`src/rtl/digit_editor.sv`:
```
// Four-digit BCD entry editor driven by pushbuttons, with CPU preload and binary commit.
// Optional per-button debounce enabled by defining DIGIT_EDITOR_DEBOUNCE_EN.
module digit_editor #(
  parameter int DEBOUNCE_CYCLES = 250000
) (
  input  logic        clock,
  input  logic        reset,
  input  logic        btn_up,
  input  logic        btn_down,
  input  logic        btn_left,
  input  logic        btn_right,
  input  logic        btn_enter,
  input  logic        load,
  input  logic [15:0] load_value,
  output logic [15:0] digits,
  output logic [3:0]  blink,
  output logic        editing,
  output logic [13:0] value,
  output logic        value_valid,
  output logic [1:0]  dbg_state
);

  // Handshake: none; load is a level sampled every cycle in IDLE, value_valid is a one-cycle pulse.
  typedef enum logic [1:0] {S_IDLE = 2'd0, S_EDIT = 2'd1, S_CONVERT = 2'd2} state_t;

  localparam int B_DOWN = 0, B_UP = 1, B_RIGHT = 2, B_LEFT = 3, B_ENTER = 4;

  logic [4:0] btn_raw;
  logic [4:0] sync1_q, sync1_d, sync2_q, sync2_d;
  logic [4:0] level;
  logic [4:0] level_prev_q, level_prev_d;
  logic [4:0] pulse_q, pulse_d;

  assign btn_raw = {btn_enter, btn_left, btn_right, btn_up, btn_down};

`ifdef DIGIT_EDITOR_DEBOUNCE_EN
  localparam int CW = $clog2(DEBOUNCE_CYCLES + 1);
  localparam logic [CW-1:0] CNT_LAST = CW'(DEBOUNCE_CYCLES - 1);

  logic [4:0]    stable_q, stable_d;
  logic [CW-1:0] cnt_q [5];
  logic [CW-1:0] cnt_d [5];

  // Counter runs only while the synchronized level differs from the accepted one.
  always_comb begin
    stable_d = stable_q;
    for (int i = 0; i < 5; i++) begin
      cnt_d[i] = '0;
      if (sync2_q[i] != stable_q[i]) begin
        if (cnt_q[i] == CNT_LAST) stable_d[i] = sync2_q[i];
        else                      cnt_d[i]    = cnt_q[i] + 1'b1;
      end
    end
  end

  always_ff @(posedge clock) begin
    if (reset) begin
      stable_q <= '0;
      for (int i = 0; i < 5; i++) cnt_q[i] <= '0;
    end else begin
      stable_q <= stable_d;
      for (int i = 0; i < 5; i++) cnt_q[i] <= cnt_d[i];
    end
  end

  assign level = stable_q;
`else
  if (DEBOUNCE_CYCLES < 1) begin : g_debounce_unused
  end
  assign level = sync2_q;
`endif

  always_comb begin
    sync1_d      = btn_raw;
    sync2_d      = sync1_q;
    level_prev_d = level;
    pulse_d      = level & ~level_prev_q;
  end

  state_t      state_q, state_d;
  logic [1:0]  cursor_q, cursor_d;
  logic [1:0]  k_q, k_d;
  logic [15:0] digits_q, digits_d;
  logic [13:0] acc_q, acc_d;
  logic [13:0] value_q, value_d;
  logic        value_valid_q, value_valid_d;
  logic [3:0]  cur_nib, conv_nib;

  assign cur_nib  = digits_q[{cursor_q, 2'b00} +: 4];
  assign conv_nib = digits_q[{k_q, 2'b00} +: 4];

  always_comb begin
    state_d       = state_q;
    cursor_d      = cursor_q;
    k_d           = k_q;
    digits_d      = digits_q;
    acc_d         = acc_q;
    value_d       = value_q;
    value_valid_d = 1'b0;
    case (state_q)
      S_IDLE: begin
        if (pulse_q[B_ENTER]) begin
          state_d  = S_EDIT;
          cursor_d = 2'd3;
        end
        if (load) begin
          for (int i = 0; i < 4; i++)
            digits_d[i*4 +: 4] = (load_value[i*4 +: 4] > 4'd9) ? 4'd0 : load_value[i*4 +: 4];
        end
      end
      S_EDIT: begin
        // Only the highest-priority pulse acts; the rest are dropped.
        if (pulse_q[B_ENTER]) begin
          state_d = S_CONVERT;
          acc_d   = '0;
          k_d     = 2'd3;
        end else if (pulse_q[B_LEFT]) begin
          cursor_d = cursor_q + 2'd1;
        end else if (pulse_q[B_RIGHT]) begin
          cursor_d = cursor_q - 2'd1;
        end else if (pulse_q[B_UP]) begin
          digits_d[{cursor_q, 2'b00} +: 4] = (cur_nib == 4'd9) ? 4'd0 : cur_nib + 4'd1;
        end else if (pulse_q[B_DOWN]) begin
          digits_d[{cursor_q, 2'b00} +: 4] = (cur_nib == 4'd0) ? 4'd9 : cur_nib - 4'd1;
        end
      end
      S_CONVERT: begin
        acc_d = acc_q * 14'd10 + {10'd0, conv_nib};
        k_d   = k_q - 2'd1;
        if (k_q == 2'd0) begin
          value_d       = acc_d;
          value_valid_d = 1'b1;
          state_d       = S_IDLE;
        end
      end
      default: state_d = S_IDLE;
    endcase
  end

  always_ff @(posedge clock) begin
    if (reset) begin
      sync1_q       <= '0;
      sync2_q       <= '0;
      level_prev_q  <= '0;
      pulse_q       <= '0;
      state_q       <= S_IDLE;
      cursor_q      <= 2'd3;
      k_q           <= 2'd3;
      digits_q      <= '0;
      acc_q         <= '0;
      value_q       <= '0;
      value_valid_q <= 1'b0;
    end else begin
      sync1_q       <= sync1_d;
      sync2_q       <= sync2_d;
      level_prev_q  <= level_prev_d;
      pulse_q       <= pulse_d;
      state_q       <= state_d;
      cursor_q      <= cursor_d;
      k_q           <= k_d;
      digits_q      <= digits_d;
      acc_q         <= acc_d;
      value_q       <= value_d;
      value_valid_q <= value_valid_d;
    end
  end

  assign digits      = digits_q;
  assign editing     = (state_q == S_EDIT);
  assign blink       = (state_q == S_EDIT) ? (4'b0001 << cursor_q) : 4'b0000;
  assign value       = value_q;
  assign value_valid = value_valid_q;
  assign dbg_state   = state_q;

endmodule

```
`config.mk`:
```
export PLATFORM = sky130hd
export DESIGN_NAME = digit_editor
export DESIGN_NICKNAME = d
export VERILOG_FILES = /design/src/rtl/digit_editor.sv
export SDC_FILE = /design/constraint.sdc
export NUM_CORES = 1
export LEC_CHECK = 0
export BUFFER_PORTS_ARGS = -buffer_cell sky130_fd_sc_hd__buf_2
export CAP_MARGIN = 10
export CORE_UTILIZATION = 57
export CTS_CLUSTER_DIAMETER = 100
export DETAILED_ROUTE_END_ITERATION = 16
export GPL_TIMING_DRIVEN = 0
export PLACE_DENSITY = 0.8
export SLEW_MARGIN = 20
export SYNTH_ARGS = -nofsm -noshare
export SYNTH_HDL_FRONTEND = slang
export SYNTH_SLANG_ARGS = --single-unit
export TNS_END_PERCENT = 1
```
`constraint.sdc`:
```
create_clock -name clock -period 3.97 [get_ports clock]
set_input_delay 0.1985 -clock clock [delete_from_list [all_inputs] [get_ports clock]]
set_output_delay 0.1985 -clock clock [all_outputs]
set_load 0.01 [all_outputs]
```
Word-level counts from Yosys, hierarchy flattened
Cells that the tools add are included.

$add $sub $neg: 7. Multiply operators: 1. $lt $le $gt $ge: 4. Eq/ne operators: 12. Shifts and indexed selects: 6. Muxes and demuxes: 29. Bitwise logic cells: 3. Reductions and logical operators: 11.

Operators by type and width (number): $mux 16 (6); $bwmux 16 (2); $pmux 16 s2 (1); $shiftx 16x5->4 (2); $shiftx 4x6->16 (2); $mux 4 (7); $pmux 14 s2 (1); $gt 4x4->1 const B (4); $shift 4x6->16 const A (1); $add 14x4->14 (1); $mul 14x3->13 const B (1); $mux 14 (1); $mux 2 (7); $ne 2x2->1 const B (6); $pmux 2 s2 (2); $ne 3x1->1 const B (2); $neg 4->6 (1); $pmux 2 s3 (1); $reduce_and 6->1 (1); $and 5x5->5 (1); $not 5->5 (1); $add 4x1->4 const B (1); $eq 4x4->1 const B (1); $logic_not 2->1 (2); other kinds (15) (18).

Bits in registers: 71. Input bits: 24.

Logic depth before layout (Yosys ltp)
Gate-level depths: netlist (run 1).

Depth after elaboration: 11. Depth in mapped cells: 11. Mapped depth without buffers: 11.

Least setup slack after synthesis (run 1)
OpenSTA, ideal clock, no wires.

Path kind: reg2reg. From: reg k_q[0]. To: reg acc_q[12]. Arrival: 2.784 ns. Required time: 3.842 ns. Slack: 1.058 ns. Stages on the path, launching flop included: 11. Buffers on the path: 1. Clock period less this slack: 2.912 ns. Path through: dfxtp_1 clkbuf_1 mux4_2 ha_1 a21o_1 a21oi_1 nor4bb_1 nand4_1 or3_1 a32oi_1 nor2_1.

Longest elaborated chain between the ends: 3.

Ends and longest elaborated chain: start, declared (line 82) `logic [1:0] k_q, k_d;`; start signal, assigned (line 160) `k_q <= k_d;`; $shiftx 16x5->4 (line 90) `assign conv_nib = digits_q[{k_q, 2'b00} +: 4];`; $add 14x4->14 (line 128) `acc_d = acc_q * 14'd10 + {10'd0, conv_nib};`; $pmux 14 s2 (line 100) `case (state_q)`; end signal, assigned (line 150) `acc_q <= '0;`; end signal, assigned (line 162) `acc_q <= acc_d;`; end, declared (line 84) `logic [13:0] acc_q, acc_d;`.

Every way passes these cells. A chain may end at the register's enable or synchronous reset.

Worst setup path in the final report (run 1)
From: reg acc_q[1]. To: reg value_q[12], in the netlist value[12].

Longest elaborated chain between the ends: 2.

Ends and longest elaborated chain: $mul 14x3->13 (line 128); $add 14x4->14 (line 128); end signal, assigned (line 163) `value_q <= value_d;`; end, declared (line 85) `logic [13:0] value_q, value_d;`.

Every way passes these cells.

==> impl_metrics.ini, run 1 <==
[finish]
diodes = 0
finalCoreUtilization_pct = 67.82
final_nets = 590
layout_common_cells = dfxtp_1 (70), buf_2 (61), nor2_1 (52), nand2_1 (41), ha_1 (33)
area_growth_pct = 14.89
final_common_cell = dfxtp_1
post_route_cells_drive_above_1_share_pct = 18.84
fill_cells = 566

[critical_path]
cp_max_fo = 4
endpoint = value[12]
criticalPathCategory = reg2reg
reg2reg_slack_ns = 0.69
end_kind = register
r2r_end = value[12]
critPathArrivalTime_ns = 3.59
worstSetupStartpoint = acc_q[1]
rr_worst_depth = 11
r2r-start = acc_q[1]
start_kind = register
worstPathRequired_ns = 4.27

[global_route]
grt_max_degree = 13
grtUsageTotal_pct = 28.97
grt_pass1_wl_um = 16640
grt_overflow = 0
grt_pass1_vias = 3574
antenna_found_initial = 0

[sta]
post-route-min-period_ns = 3.284
setup_slack_ns = 0.6858
setup_viol = 0
setup_tns_ns = 0
max_freq_ghz = 0.3045
relSlewSlack_pct = 54.64
hold_viol = 0
timing.final.crit_share_pct = 82.73
skew_ns = 0.008258
maxSlewViolCount = 0
tightest_slew_ns = 0.6790
rsz0062_at_grt = no

[yosys]
synth_fp_nets = 518
synthFlopType = dfxtp_1
synth-seq-cells = 70
synthDistinctLibCells = 55
syn_area_sq_mm = 0.004033
synthTopCellsByArea = dfxtp_1 (35%), ha_1 (10%), nor2_1 (4.8%)
syn_inst = 459
ys_async_sr_fraction_pct = 0
synth_edf_count = 0
synth_top_area_share_pct = 34.75
avgSynthCellArea_sq_um = 8.786
yosys.area.top_type = dfxtp_1
ys_warn_count = 0
ys_seq_area_share_pct = 34.75

[die]
io-pin-count = 62
dieWidth_um = 86.11
rows = 30
core_sq_mm = 0.006832
die_area_sq_mm = 0.007415
die_y_um = 86.11
start_util_pct = 59.03

[routing]
vias = 3697
vias_per_cell = 5.850
drc = 0
drt-total-wl_um = 10130
drtPass1Iterations = 5
drtAntennaViolNets = 0
drtIter0Drc = 230
wl_per_cell_um = 16.03

[placed_design]
place_hpwl_um = 7875
place_ws_ns = 0.7412
place.gp.congestion = 0.9864
port_buffers = 61

[clock_network]
cts_root_buffer = clkbuf_8
worst_skew_pair.late_latency_ns = 0.36
ctsResizeCount = 0
cts_hold_buf = 0
cts_buffer_depth = 2
postCtsSetupBuffers = 0
cts_tree = done
cts_max_level = 3
clk_pin_slew_worst_paths_ns = 0.08
clkSinkCount = 70
cts_buffers = 9

[power_and_ir_drop]
power_leakage_uw = 0.002055
peakVddDrop_v = 0.0002737
power_density_mw_per_mm2 = 309.9

[flow_run]
drv_cap = 0

[hold_path]
hp-class = in2reg

[status]
status = complete, no violations
-- synth_stat cells, drive strengths merged, types with 2 or more instances --
library cell	count
or3	3
a211oi	8
buf	2
a2111oi	2
clkbuf	15
nand3	10
a21boi	4
nor2b	23
a21oi	27
o211ai	19
or2b	3
o21ai	29
fa	2
inv	19
or4	2
nand2	41
ha	33
and2	6
or2	2
nor3b	3
nand2b	5
mux4	8
nor2	53
xnor2	12
xor2	7
mux2i	3
or3b	2
a22oi	15
a21o	7
nand3b	2
nor3	10
dfxtp	70
-- metrics by stage --
step	cell area [sq um]	hold slack [ns]	total power [uW]	instances
6_report	4633	0.05290	1436	632
5_1_grt	4633	0.04263	1489	632
4_1_cts	4633	0.04637	1437	632
3_5_place_dp	4458	0.3795	932.0	616
3_3_place_gp	4458	0.3721	927.4	616
2_1_floorplan	4033	0.2776	867.6	459
-- routing by layer --
| metal | part of all wire, % | routed length (um) | up-vias | global-route usage, % |
|---|---|---|---|---|
| li1 | - | - | 1769 | - |
| met1 | 42 | 4292 | 1763 | 36.96 |
| met2 | 49 | 4968 | 149 | 46.97 |
| met3 | 7.3 | 736 | 16 | 7.700 |
| met4 | 1.3 | 134 | 0 | 10.91 |
| met5 | 0 | 0 | - | 0 |
-- cell families (layout without fill, tap and decap cells) --
| family | Yosys count | in the layout | share of synthesized area (%) |
|---|---|---|---|
| muxes | 12 | 12 | 5.492 |
| adders and majority gates | 35 | 35 | 11.23 |
| buffers and inverters | 37 | 114 | 4.375 |
| xor gates and xnor gates | 19 | 19 | 4.127 |
| AOI/OAI and AO/OA | 117 | 117 | 19.27 |
| and+or+nand+nor | 169 | 169 | 20.76 |
| DFF | 70 | 70 | 34.75 |
-- power breakdown --
part           internal [uW]  switching, uW  total (uW)
registers                723           20.9         744
clock network            244            274         517
logic                   75.8           98.3         174
-- critical path: stages (launching register included) --
cell and delay, ns:
dfxtp_1 0.37, ha_1 0.30, ha_1 0.21, inv_1 0.07, fa_1 0.42, nand2b_1 0.20
a21o_1 0.17, a311oi_1 0.58, or2_1 0.27, nor2_1 0.08, or4_1 0.47, nand3_1 0.09
-- state kept, by name (all words and copies together) (netlist names) --
signal	flops
level_prev_q	5
cursor_q	2
pulse_q	5
value_valid	1
level	5
digits	16
dbg_state	2
value	14
k_q	2
sync1_q	5
acc_q	13
-- layout make-up --
class                   count  area, sq um  area share (%)
repair buffers             61        305.3           6.589
inverters                  19        71.32           1.539
plain buffers              18        105.1           2.268
flip-flops and latches     70         1401           30.25
clock inverters             5        33.78          0.7291
multi-input cells         352         2455           52.98
well taps                  96        120.1           2.592
clock buffers              11        141.4           3.052
-- worst min-delay path by stage --
stage | slack, ns | cells past startpoint | endpoint | startpoint
floorplan | 0.28 | 1 | level_prev_q[0] | reset
global placement | 0.37 | 1 | pulse_q[4] | level_prev_q[4]
detailed placement | 0.38 | 1 | pulse_q[2] | level_prev_q[2]
CTS | 0.05 | 2 | sync1_q[3] | btn_left
global route | 0.04 | 2 | sync1_q[3] | btn_left
finish | 0.05 | 2 | sync1_q[3] | btn_left
No activity file was read; power rests on OpenSTA's default activity.
==> inputs of run 2 (changes only) <==
--- a/config.mk
+++ b/config.mk
@@ -7,11 +7,11 @@
 export LEC_CHECK = 0
 export BUFFER_PORTS_ARGS = -buffer_cell sky130_fd_sc_hd__buf_2
 export CAP_MARGIN = 10
-export CORE_UTILIZATION = 57
+export CORE_UTILIZATION = 52
 export CTS_CLUSTER_DIAMETER = 100
 export DETAILED_ROUTE_END_ITERATION = 16
 export GPL_TIMING_DRIVEN = 0
-export PLACE_DENSITY = 0.8
+export PLACE_DENSITY = 0.77
 export SLEW_MARGIN = 20
 export SYNTH_ARGS = -nofsm -noshare
 export SYNTH_HDL_FRONTEND = slang
==> constraint.sdc (replaced) <==
create_clock -name clock -period 2.91 [get_ports clock]
set_input_delay 0.1455 -clock clock [delete_from_list [all_inputs] [get_ports clock]]
set_output_delay 0.1455 -clock clock [all_outputs]
set_load 0.01 [all_outputs]
==> run 2 against run 1 <==
  * The run now ends with setup timing left
  * Critical path depth grew 1
  * Clock skew is essentially flat
  * Final cell count grew 1.3%
==> impl_metrics.ini, run 2 (synthesis gave the netlist of run 1 again) <==
[clock_network]
clkSinkCount = 70
cts_tree = done
cts_root_buffer = clkbuf_8
cts_buffers = 9
clk_pin_slew_worst_paths_ns = 0.07
cts_buffer_depth = 2
worst_skew_pair.late_latency_ns = 0.35
cts_max_level = 3

[sta]
setup_viol = 1
maxSlewViolCount = 0
hold_viol = 0
rsz0062_at_grt = yes
whs_ns = 0.007263
setup_slack_ns = -0.001241
max_freq_ghz = 0.3435
skew_ns = 0.008180
setup_tns_ns = -0.001241
timing.final.crit_share_pct = 100.0
tightest_slew_ns = 0.6456
post-route-min-period_ns = 2.911
relSlewSlack_pct = 56.87

[routing]
drtPass1Iterations = 6
vias_per_cell = 5.734
drtAntennaViolNets = 0
wl_per_cell_um = 16.34
drt-total-wl_um = 10460
drc = 0
drtIter0Drc = 318
vias = 3670

[die]
io-pin-count = 62
start_util_pct = 54.72
dieWidth_um = 90.06
die_y_um = 90.06
die_area_sq_mm = 0.008111
core_sq_mm = 0.007370
rows = 31

[status]
violations = setup timing
status = finished with violations

[critical_path]
worstPathRequired_ns = 3.13
start_kind = register
end_kind = register
cp_max_fo = 4
critPathArrivalTime_ns = 3.13
criticalPathCategory = reg2reg

[finish]
final_cell_count_no_fill = 640
area_growth_pct = 20.20
largest_reg_flops = 16
diodes = 0
final_nets = 595
post_route_cells_drive_above_1_share_pct = 22.92
layout_common_cells = dfxtp_1 (66), buf_2 (61), nor2_1 (52), nand2_1 (41), ha_1 (29)
final_common_cell = dfxtp_1
final_area_sq_mm = 0.004847

[global_route]
grt_pass1_vias = 3578
grt_overflow = 0
antenna_found_initial = 0
grtUsageTotal_pct = 26.33
grt_pass1_wl_um = 16930
grt_max_degree = 13

[placed_design]
place.gp.congestion = 0.9458
port_buffers = 61
place_hpwl_um = 7879
place_inst = 619
dpl_cell_area_sq_mm = 0.004463

[power_and_ir_drop]
peakVddDrop_v = 0.0003636
power_leakage_uw = 0.002123
power_density_mw_per_mm2 = 403.5

[flow_run]
drv_cap = 0

[hold_path]
hp-class = in2reg
==> run 2: critical path, cell delays in order (launching register included) <==
cell	delay (ns)
dfxtp_2	0.36
ha_4	0.27
ha_4	0.14
inv_1	0.06
fa_2	0.38
buf_4	0.15
xnor2_2	0.24
nand2b_1	0.19
a2111oi_4	0.32
nand4b_1	0.21
xor2_2	0.24
a22oi_1	0.17
nor2_1	0.06
==> run 2: metrics by stage <==
step	utilization, %	power [uW]	setup slack (ns)
6_report	65.77	1956	-0.001241
5_1_grt	65.77	2039	-0.1507
4_1_cts	64.47	1963	0.009042
3_5_place_dp	60.56	1270	-0.3911
3_3_place_gp	60.56	1265	-0.2858
2_1_floorplan	-	1184	0.07720
==> run 2: area by class of cell <==
class / count / area (sq um)
inverter: 19 / 71.32
timing repair buffer: 66 / 347.8
clock buffer: 11 / 141.4
sequential: 70 / 1406
buffer: 18 / 108.9
fill: 640 / 2522
multi-input combinational: 352 / 2614
tap: 99 / 123.9
clock inverter: 5 / 33.78
==> run 2: worst paths after layout <==
path | start | to | slack, ns | depth (start not counted)
max reg2reg | acc_q[1] | acc_q[11] | -0.001 | 12
min | btn_up | sync1_q[1] | 0.007 | 2
min reg2reg | level_prev_q[1] | pulse_q[1] | 0.38 | 1
max | acc_q[1] | acc_q[11] | -0.001 | 12
==> run 2: metal layers <==
| layer | vias up | global-route usage (%) | wire, um |
|---|---|---|---|
| li1 | 1781 | - | - |
| met1 | 1755 | 32.48 | 4587 |
| met2 | 118 | 44.97 | 5185 |
| met3 | 16 | 7.445 | 537 |
| met4 | 0 | 6.855 | 148 |
| met5 | - | 0 | 0 |
==> run 2: power by group <==
part	switching, uW	leakage (uW)	internal, uW
combinational	135	0.00147	107
clock	368	0.0000857	332
sequential	27.3	0.000571	987
total	530	0.00212	1430
==> run 2: repair_timing <==
action,4_1_cts,5_1_grt
buffers inserted,1,2
hold buffers,2,0
endpoints found under the hold margin,2,0
pin swaps,2,10
endpoints found under the setup margin,9,17
cloned,0,0
gates resized for setup,17,13
